[src/rtl/purchase_pkg.sv]
// -----------------------------------------------------------------------------
// purchase_pkg
// Shared definitions for the purchase engine:
//   state_t          controller state encoding
//   ERR_*            error codes reported on err_code
//   LOG_SOLD/REJECT  log operator constants for purchase records (log_status)
// -----------------------------------------------------------------------------
package purchase_pkg;

   typedef enum logic [3:0] {
      S_IDLE,
      S_LOOKUP,
      S_CHECK,
      S_DIV,
      S_DEBIT,
      S_CREDIT,
      S_STOCK,
      S_LOG,
      S_RESP
   } state_t;

   localparam logic [2:0] ERR_OK               = 3'd0;
   localparam logic [2:0] ERR_BAD_CODE         = 3'd1;
   localparam logic [2:0] ERR_ZERO_COUNT       = 3'd2;
   localparam logic [2:0] ERR_NO_FUNDS_ANY     = 3'd3;
   localparam logic [2:0] ERR_NO_FUNDS_PARTIAL = 3'd4;
   localparam logic [2:0] ERR_NO_STOCK         = 3'd5;

   // Log operator: status bit written with every purchase record.
   localparam logic LOG_SOLD     = 1'b1;
   localparam logic LOG_REJECTED = 1'b0;

endpackage

[src/rtl/purchase_divider.sv]
// -----------------------------------------------------------------------------
// purchase_divider
// Restoring divider, one quotient bit per clock, MONEY_W iterations.
//   clock, reset  rising-edge clock, synchronous active-high reset
//   start         begin a division (taken only while ready)
//   dividend      MONEY_W-bit dividend, sampled with start
//   divisor       PRICE_W-bit divisor, sampled with start
//   ready         idle and able to take start (low during and on the done cycle)
//   done          one-cycle pulse exactly MONEY_W cycles after start is taken
//   quotient      floor(dividend/divisor), valid while done (held afterwards)
// A zero divisor yields an all-ones quotient.
// -----------------------------------------------------------------------------
module purchase_divider #(
   parameter int MONEY_W = 8,
   parameter int PRICE_W = 4
) (
   input  logic               clock,
   input  logic               reset,
   input  logic               start,
   input  logic [MONEY_W-1:0] dividend,
   input  logic [PRICE_W-1:0] divisor,
   output logic               ready,
   output logic               done,
   output logic [MONEY_W-1:0] quotient
);

   localparam int STEP_W = $clog2(MONEY_W + 1);

   logic              busy;
   logic [PRICE_W-1:0] rem;
   logic [PRICE_W-1:0] dsr;
   logic [STEP_W-1:0]  steps_left;

   // The quotient register doubles as the dividend shift register: its MSB is
   // the next dividend bit, and quotient bits enter at the LSB.
   logic [PRICE_W:0]   trial;
   logic               fits;
   logic [PRICE_W-1:0] rem_next;

   always_comb begin
      trial    = {rem, quotient[MONEY_W-1]};
      fits     = (trial >= {1'b0, dsr});
      rem_next = fits ? PRICE_W'(trial - {1'b0, dsr}) : trial[PRICE_W-1:0];
   end

   assign ready = !busy && !done;

   always_ff @(posedge clock) begin
      if (reset) begin
         busy       <= 1'b0;
         done       <= 1'b0;
         quotient   <= '0;
         rem        <= '0;
         dsr        <= '0;
         steps_left <= '0;
      end else begin
         done <= 1'b0;
         if (start && ready) begin
            busy       <= 1'b1;
            quotient   <= dividend;
            rem        <= '0;
            dsr        <= divisor;
            steps_left <= STEP_W'(MONEY_W);
         end else if (busy) begin
            quotient   <= {quotient[MONEY_W-2:0], fits};
            rem        <= rem_next;
            steps_left <= steps_left - STEP_W'(1);
            if (steps_left == STEP_W'(1)) begin
               busy <= 1'b0;
               done <= 1'b1;
            end
         end
      end
   end

endmodule

[src/rtl/purchase_controller.sv]
// -----------------------------------------------------------------------------
// purchase_controller
// Purchase engine between the customer front-end and the cash, store and log
// handlers. Takes one request per handshake, reads the catalogue, checks stock
// and budget, then either sells (debit -> credit -> stock strobes) or rejects
// with an error code and the maximum affordable count.
//
// Optional build macro: PURCHASE_PARTIAL_FILL_EN
//   defined   : on NO_FUNDS_PARTIAL / NO_STOCK, sell min(max_buyable, stock)
//               when non-zero; the original error code is still reported.
//   undefined : every error rejects without debit, credit or stock strobes.
//
// Ports:
//   clock, reset               rising-edge clock, synchronous active-high reset
//   req_valid / req_ready      request handshake (ready only in IDLE)
//   item_code/item_count/budget request fields, sampled on accept
//   cat_rd_en / cat_rd_addr    catalogue read; cat_price/cat_stock one cycle later
//   debit_valid, credit_valid  cash strobes, both carrying amount
//   stock_dec_*                store decrement strobe, code and count
//   log_valid/log_status/log_price  log record strobe (code/count on stock_dec_*)
//   resp_valid, dp, err_code, max_buyable  completion pulse and result
// -----------------------------------------------------------------------------
module purchase_controller
   import purchase_pkg::*;
#(
   parameter int N_ITEMS = 5,
   parameter int CODE_W  = 3,
   parameter int CNT_W   = 4,
   parameter int PRICE_W = 4,
   parameter int MONEY_W = 8
) (
   input  logic               clock,
   input  logic               reset,
   input  logic               req_valid,
   output logic               req_ready,
   input  logic [CODE_W-1:0]  item_code,
   input  logic [CNT_W-1:0]   item_count,
   input  logic [MONEY_W-1:0] budget,
   output logic               cat_rd_en,
   output logic [CODE_W-1:0]  cat_rd_addr,
   input  logic [PRICE_W-1:0] cat_price,
   input  logic [CNT_W-1:0]   cat_stock,
   output logic               debit_valid,
   output logic               credit_valid,
   output logic [MONEY_W-1:0] amount,
   output logic               stock_dec_valid,
   output logic [CODE_W-1:0]  stock_dec_code,
   output logic [CNT_W-1:0]   stock_dec_count,
   output logic               log_valid,
   output logic               log_status,
   output logic [PRICE_W-1:0] log_price,
   output logic               resp_valid,
   output logic               dp,
   output logic [2:0]         err_code,
   output logic [MONEY_W-1:0] max_buyable
);

   state_t             state;
   logic [CODE_W-1:0]  code_reg;
   logic [CNT_W-1:0]   count_reg;
   logic [MONEY_W-1:0] budget_reg;
   logic [PRICE_W-1:0] price_reg;
   logic [CNT_W-1:0]   sale_count_reg;
   logic               div_start_reg;

   logic               div_ready;
   logic               div_done;
   logic [MONEY_W-1:0] div_q;

   // Basket total: product of the two narrow fields cannot overflow.
   logic [CNT_W+PRICE_W-1:0] check_total;
   logic [MONEY_W-1:0]       check_amount;

   always_comb begin
      check_total  = {{PRICE_W{1'b0}}, count_reg} * {{CNT_W{1'b0}}, cat_price};
      check_amount = MONEY_W'(check_total);
   end

`ifdef PURCHASE_PARTIAL_FILL_EN
   logic [CNT_W-1:0]         stock_reg;
   logic [CNT_W-1:0]         fill_n;
   logic [CNT_W+PRICE_W-1:0] fill_total;

   // Largest sellable quantity: what the budget covers, capped by stock.
   always_comb begin
      fill_n     = (div_q < MONEY_W'(stock_reg)) ? div_q[CNT_W-1:0] : stock_reg;
      fill_total = {{PRICE_W{1'b0}}, fill_n} * {{CNT_W{1'b0}}, price_reg};
   end
`endif

   purchase_divider #(
      .MONEY_W (MONEY_W),
      .PRICE_W (PRICE_W)
   ) u_divider (
      .clock    (clock),
      .reset    (reset),
      .start    (div_start_reg && div_ready),
      .dividend (budget_reg),
      .divisor  (price_reg),
      .ready    (div_ready),
      .done     (div_done),
      .quotient (div_q)
   );

   // All outputs are registered and set on the edge entering the state that
   // owns them, so each strobe is high for exactly the cycle of its state.
   always_ff @(posedge clock) begin
      if (reset) begin
         state           <= S_IDLE;
         req_ready       <= 1'b1;
         code_reg        <= '0;
         count_reg       <= '0;
         budget_reg      <= '0;
         price_reg       <= '0;
         sale_count_reg  <= '0;
         div_start_reg   <= 1'b0;
         cat_rd_en       <= 1'b0;
         cat_rd_addr     <= '0;
         debit_valid     <= 1'b0;
         credit_valid    <= 1'b0;
         amount          <= '0;
         stock_dec_valid <= 1'b0;
         stock_dec_code  <= '0;
         stock_dec_count <= '0;
         log_valid       <= 1'b0;
         log_status      <= LOG_REJECTED;
         log_price       <= '0;
         resp_valid      <= 1'b0;
         dp              <= 1'b0;
         err_code        <= ERR_OK;
         max_buyable     <= '0;
`ifdef PURCHASE_PARTIAL_FILL_EN
         stock_reg       <= '0;
`endif
      end else begin
         cat_rd_en       <= 1'b0;
         debit_valid     <= 1'b0;
         credit_valid    <= 1'b0;
         stock_dec_valid <= 1'b0;
         log_valid       <= 1'b0;
         resp_valid      <= 1'b0;
         div_start_reg   <= 1'b0;

         case (state)
            S_IDLE: begin
               if (req_valid && req_ready) begin
                  code_reg    <= item_code;
                  count_reg   <= item_count;
                  budget_reg  <= budget;
                  req_ready   <= 1'b0;
                  dp          <= 1'b0;
                  err_code    <= ERR_OK;
                  max_buyable <= '0;
                  amount      <= '0;
                  // Code check wins over the zero-count check.
                  if (int'(item_code) >= N_ITEMS) begin
                     err_code   <= ERR_BAD_CODE;
                     log_valid  <= 1'b1;
                     log_status <= LOG_REJECTED;
                     log_price  <= '0;
                     state      <= S_LOG;
                  end else if (item_count == '0) begin
                     err_code   <= ERR_ZERO_COUNT;
                     log_valid  <= 1'b1;
                     log_status <= LOG_REJECTED;
                     log_price  <= '0;
                     state      <= S_LOG;
                  end else begin
                     cat_rd_en   <= 1'b1;
                     cat_rd_addr <= item_code;
                     state       <= S_LOOKUP;
                  end
               end
            end

            S_LOOKUP: state <= S_CHECK;

            S_CHECK: begin
               price_reg      <= cat_price;
               amount         <= check_amount;
               sale_count_reg <= count_reg;
`ifdef PURCHASE_PARTIAL_FILL_EN
               stock_reg      <= cat_stock;
`endif
               if (cat_stock < count_reg) begin
                  err_code <= ERR_NO_STOCK;
`ifdef PURCHASE_PARTIAL_FILL_EN
                  // Need the affordable count to size a partial sale.
                  div_start_reg <= 1'b1;
                  state         <= S_DIV;
`else
                  log_valid  <= 1'b1;
                  log_status <= LOG_REJECTED;
                  log_price  <= cat_price;
                  state      <= S_LOG;
`endif
               end else if (check_amount > budget_reg) begin
                  div_start_reg <= 1'b1;
                  state         <= S_DIV;
               end else begin
                  debit_valid <= 1'b1;
                  state       <= S_DEBIT;
               end
            end

            S_DIV: begin
               if (div_done) begin
                  // err_code already holds NO_STOCK when that path got here.
                  if (err_code != ERR_NO_STOCK) begin
                     max_buyable <= div_q;
                     err_code    <= (div_q == '0) ? ERR_NO_FUNDS_ANY : ERR_NO_FUNDS_PARTIAL;
                  end
`ifdef PURCHASE_PARTIAL_FILL_EN
                  if (fill_n != '0) begin
                     amount         <= MONEY_W'(fill_total);
                     sale_count_reg <= fill_n;
                     debit_valid    <= 1'b1;
                     state          <= S_DEBIT;
                  end else
`endif
                  begin
                     log_valid  <= 1'b1;
                     log_status <= LOG_REJECTED;
                     log_price  <= price_reg;
                     state      <= S_LOG;
                  end
               end
            end

            S_DEBIT: begin
               credit_valid <= 1'b1;
               state        <= S_CREDIT;
            end

            S_CREDIT: begin
               stock_dec_valid <= 1'b1;
               stock_dec_code  <= code_reg;
               stock_dec_count <= sale_count_reg;
               state           <= S_STOCK;
            end

            S_STOCK: begin
               log_valid  <= 1'b1;
               log_status <= LOG_SOLD;
               log_price  <= price_reg;
               state      <= S_LOG;
            end

            S_LOG: begin
               resp_valid <= 1'b1;
               dp         <= (err_code != ERR_OK);
               state      <= S_RESP;
            end

            S_RESP: begin
               req_ready <= 1'b1;
               state     <= S_IDLE;
            end

            default: begin
               req_ready <= 1'b1;
               state     <= S_IDLE;
            end
         endcase
      end
   end

endmodule
[config.mk]
export PLATFORM = sky130hd
export DESIGN_NAME = purchase_controller
export DESIGN_NICKNAME = d
export VERILOG_FILES = /design/src/rtl/purchase_pkg.sv /design/src/rtl/purchase_divider.sv /design/src/rtl/purchase_controller.sv
export SDC_FILE = /design/constraint.sdc
export NUM_CORES = 1
export LEC_CHECK = 0
export CAP_MARGIN = 10
export CORE_UTILIZATION = 54
export DETAILED_ROUTE_END_ITERATION = 6
export PLACE_DENSITY = 0.76
export SETUP_SLACK_MARGIN = 0.5
export SYNTH_ARGS = -nofsm -noshare
export SYNTH_HDL_FRONTEND = slang
export SYNTH_HIERARCHICAL = 1
export SYNTH_SLANG_ARGS = --single-unit
[constraint.sdc]
create_clock -name clock -period 4.27 [get_ports clock]
set_input_delay 0.6405 -clock clock [delete_from_list [all_inputs] [get_ports clock]]
set_output_delay 0.6405 -clock clock [all_outputs]
set_load 0.05 [all_outputs]
==> results.cfg <==
[die]
die_h_um = 94.7
core_region_area_um2 = 8260
initial_core_util_pct = 56.2
die_area_um2 = 8970
rows = 33
ios = 68
die_w_um = 94.7

[placement]
place_congestion = 0.878
port_buffers = 67
pre_cts_ws_ps = -150
dp_hpwl_um = 8100

[timing]
finalHoldViolCount = 0
rsz0062_at_grt = false
maxSlewHeadroom_pct = 19.5
min_period_ps = 3660
setup_viol = 0
fmax_ghz = 0.274
fin_skew_ps = 16.3
worst_slack_ps = 615
worst_slew_pin_slew_ps = 1210
timing.final.crit_share_pct = 85.6
finalMaxSlewViolations = 0

[power_and_ir_drop]
peakVddDrop_uv = 357
pwr-share-clk_pct = 23.4
switching_power_mw = 1.13
p_sw_share_pct = 39.4
power_density_nw_per_um2 = 496
p_seq_share_pct = 36.8
intPower_mw = 1.74
pwr-share-comb_pct = 39.8
power.leakage_nw = 2.17

[logic_synthesis]
yosysWarnings = 6
yosysMostFrequentCell = dfxtp_1
syn_nets = 615
synth_area_leader_cell = dfxtp_1
synth_area_leaders = dfxtp_1 (40%), ha_1 (7.8%), a21oi_1 (7.4%)
ys_ff_latch = 92
yosys_most_used_dff = dfxtp_1
synthTopCellsByCount = dfxtp_1 (92), nand2_1 (89), a21oi_1 (69)
synth_edf_count = 0
yosys.area.top_type_share_pct = 39.7
syn_avg_cell_area_um2 = 8.36
ys_async_sr_fraction_pct = 0
ys_seq_area_share_pct = 39.7
netlist_area_um2 = 4640
synth.distinct_cells = 58
syn_inst = 555

[clocking]
htreeDepth = 3
clock_latency_ps = 370
clk_pin_slew_worst_paths_ps = 90
cts_buffers = 9
cts_max_path_buffers = 2
cts_hold_buf = 0
cts_tree = built
clock-sinks = 92
clockRootBuffer = clkbuf_8

[min_path]
worstHoldPathCells = 2
whs_endpoint = code_reg[1]
min_path_type = reg -> reg
hold_start = code_reg[1]

[critical_path]
crit_top_cell = ha_1
r2r_setup_slack_ps = 660
worstPathCellList = buf_6 -> buf_4 -> and2_1 -> fa_1 -> ha_1 -> ha_1 -> o21ai_0 -> o21bai_1 -> a21oi_2 -> xnor2_1 -> ha_1 -> nand4_1 -> buf_4 -> a211oi_4 -> nor2_1 -> o21a_1
cp.required_ps = 4540
worst_path_max_delay_cell = fa_1
r2r_end = state[2]
rr_startpoint = count_reg[2]
r2r_cells = 15
crit_type = in -> reg
path_max_fanout = 5
start_kind = input pin
cp.arrival_ps = 3920
critPathCaptureType = register
cpPeakStageDelay_ps = 490

[layout]
final_util_pct = 70.0
fillerInstances = 671
area_growth_pct = 24.5
fin_nets = 686
drive_above_1_share_pct = 11.6
diodes = 0

[global_routing]
grt_pass1_vias = 3980
grt_max_degree = 47
grt_pass1_wl_um = 18700
grt_antenna_before_repair = 0
track_usage_pct = 26.8
overflow = 0

[routing]
drc = 0
routedWlPerCell_um = 15.8
routed_wl_um = 11600
vias = 4255
avgViaCountPerCell = 5.78
drtAntennaViolNets = 0
drt_pass1_iterations = 5
drt_iter0_markers = 197

[outcome]
outcome = finished clean

[flow_run]
cap_violations = 0
==> through the flow <==
step	total power [mW]	cells	hold WS (ps)	TNS, ps	instance area, µm²
3_5_place_dp	2.10	714	449	-371	5450
4_1_cts	2.77	732	462	0	5700
2_1_floorplan	1.81	555	436	0	4660
6_report	2.87	736	458	0	5780
3_3_place_gp	2.07	714	442	-101	5450
5_1_grt	3.01	736	478	0	5780
==> logic make-up after synthesis <==
group	share of synthesized area, %
compound gates	17.4
xor+xnor	2.08
fa+ha+maj	9.98
buf+inv	4.77
flops	39.7
mux	2.91
simple gates	23.2
==> worst max path at each step <==
stage | from | endpoint | slack [ps] | cells past startpoint
final | cat_price[3] | state[2] | 610 | 16
after global routing | count_reg[0] | div_start_reg | 450 | 15
after CTS | cat_price[3] | state[2] | 610 | 16
after detailed placement | cat_price[3] | state[2] | -150 | 16
after global placement | cat_price[3] | state[2] | -80 | 16
after floorplan | cat_price[3] | state[2] | 530 | 15
==> repair_timing <==
item,CTS,global route
setup buffers,2,4
pin swaps,20,14
gates resized for setup,7,23
endpoints found under the setup margin,5,5
==> cell type report <==
cell class | instances | area (µm²) | share of cell area [%]
timing repair buffer | 87 | 807 | 14.0
clock buffer | 13 | 159 | 2.75
clock inverter | 3 | 68.8 | 1.19
multi-input combinational | 408 | 2660 | 46.0
sequential | 92 | 1850 | 32.0
inverter | 28 | 105 | 1.82
tap | 105 | 131 | 2.27
==> power by group through the flow <==
| stage | Combinational (mW) | Clock (mW) | Sequential, mW |
|---|---|---|---|
| 2_1_floorplan | 0.680 | 0 | 1.13 |
| 3_3_place_gp | 0.997 | 0 | 1.07 |
| 6_report | 1.14 | 0.672 | 1.06 |
| 3_5_place_dp | 1.03 | 0 | 1.07 |
| 4_1_cts | 1.05 | 0.673 | 1.05 |
| 5_1_grt | 1.23 | 0.706 | 1.07 |
==> cell usage in the layout (no fill, tap or decap), drive strengths merged, types with 2 or more instances in the layout <==
cell and count:
nand4 2, fa 5, mux2 4, a31oi 2, a21oi 70, a21o 5, xor2 3, nand3 19
bufinv 2, o21ai 17, nand2 89, ha 29, nor2 37, a211oi 6, or3 3, a22oi 12
a2111o 2, dfxtp 92, nand2b 15, nor4b 3, and3 3, nand3b 2, mux2i 9, clkdlybuf4s50 63
clkbuf 15, nor2b 6, nor4 9, or2 2, clkinv 2, nor3 10, o211ai 4, xnor2 8
inv 27, and2 15, o21bai 3, buf 22
==> critical path: cells and delay by family <==
family | cells | cell delay, ps
buffers and inverters | 3 | 430
adders and majority gates | 4 | 1430
AOI/OAI and AO/OA | 5 | 850
and+or+nand+nor | 3 | 460
xor gates and xnor gates | 1 | 110
==> per-layer routing <==
layer | share of wire [%] | global-route usage [%] | wire (µm) | up-vias
li1 | - | - | - | 2062
met4 | 2.2 | 10.1 | 252 | 0
met5 | 0 | 0 | 0 | -
met3 | 6.1 | 5.64 | 713 | 22
met1 | 43 | 33.5 | 5030 | 2030
met2 | 48 | 45.2 | 5650 | 141
Note: power is estimated with default switching activity, not from simulation.
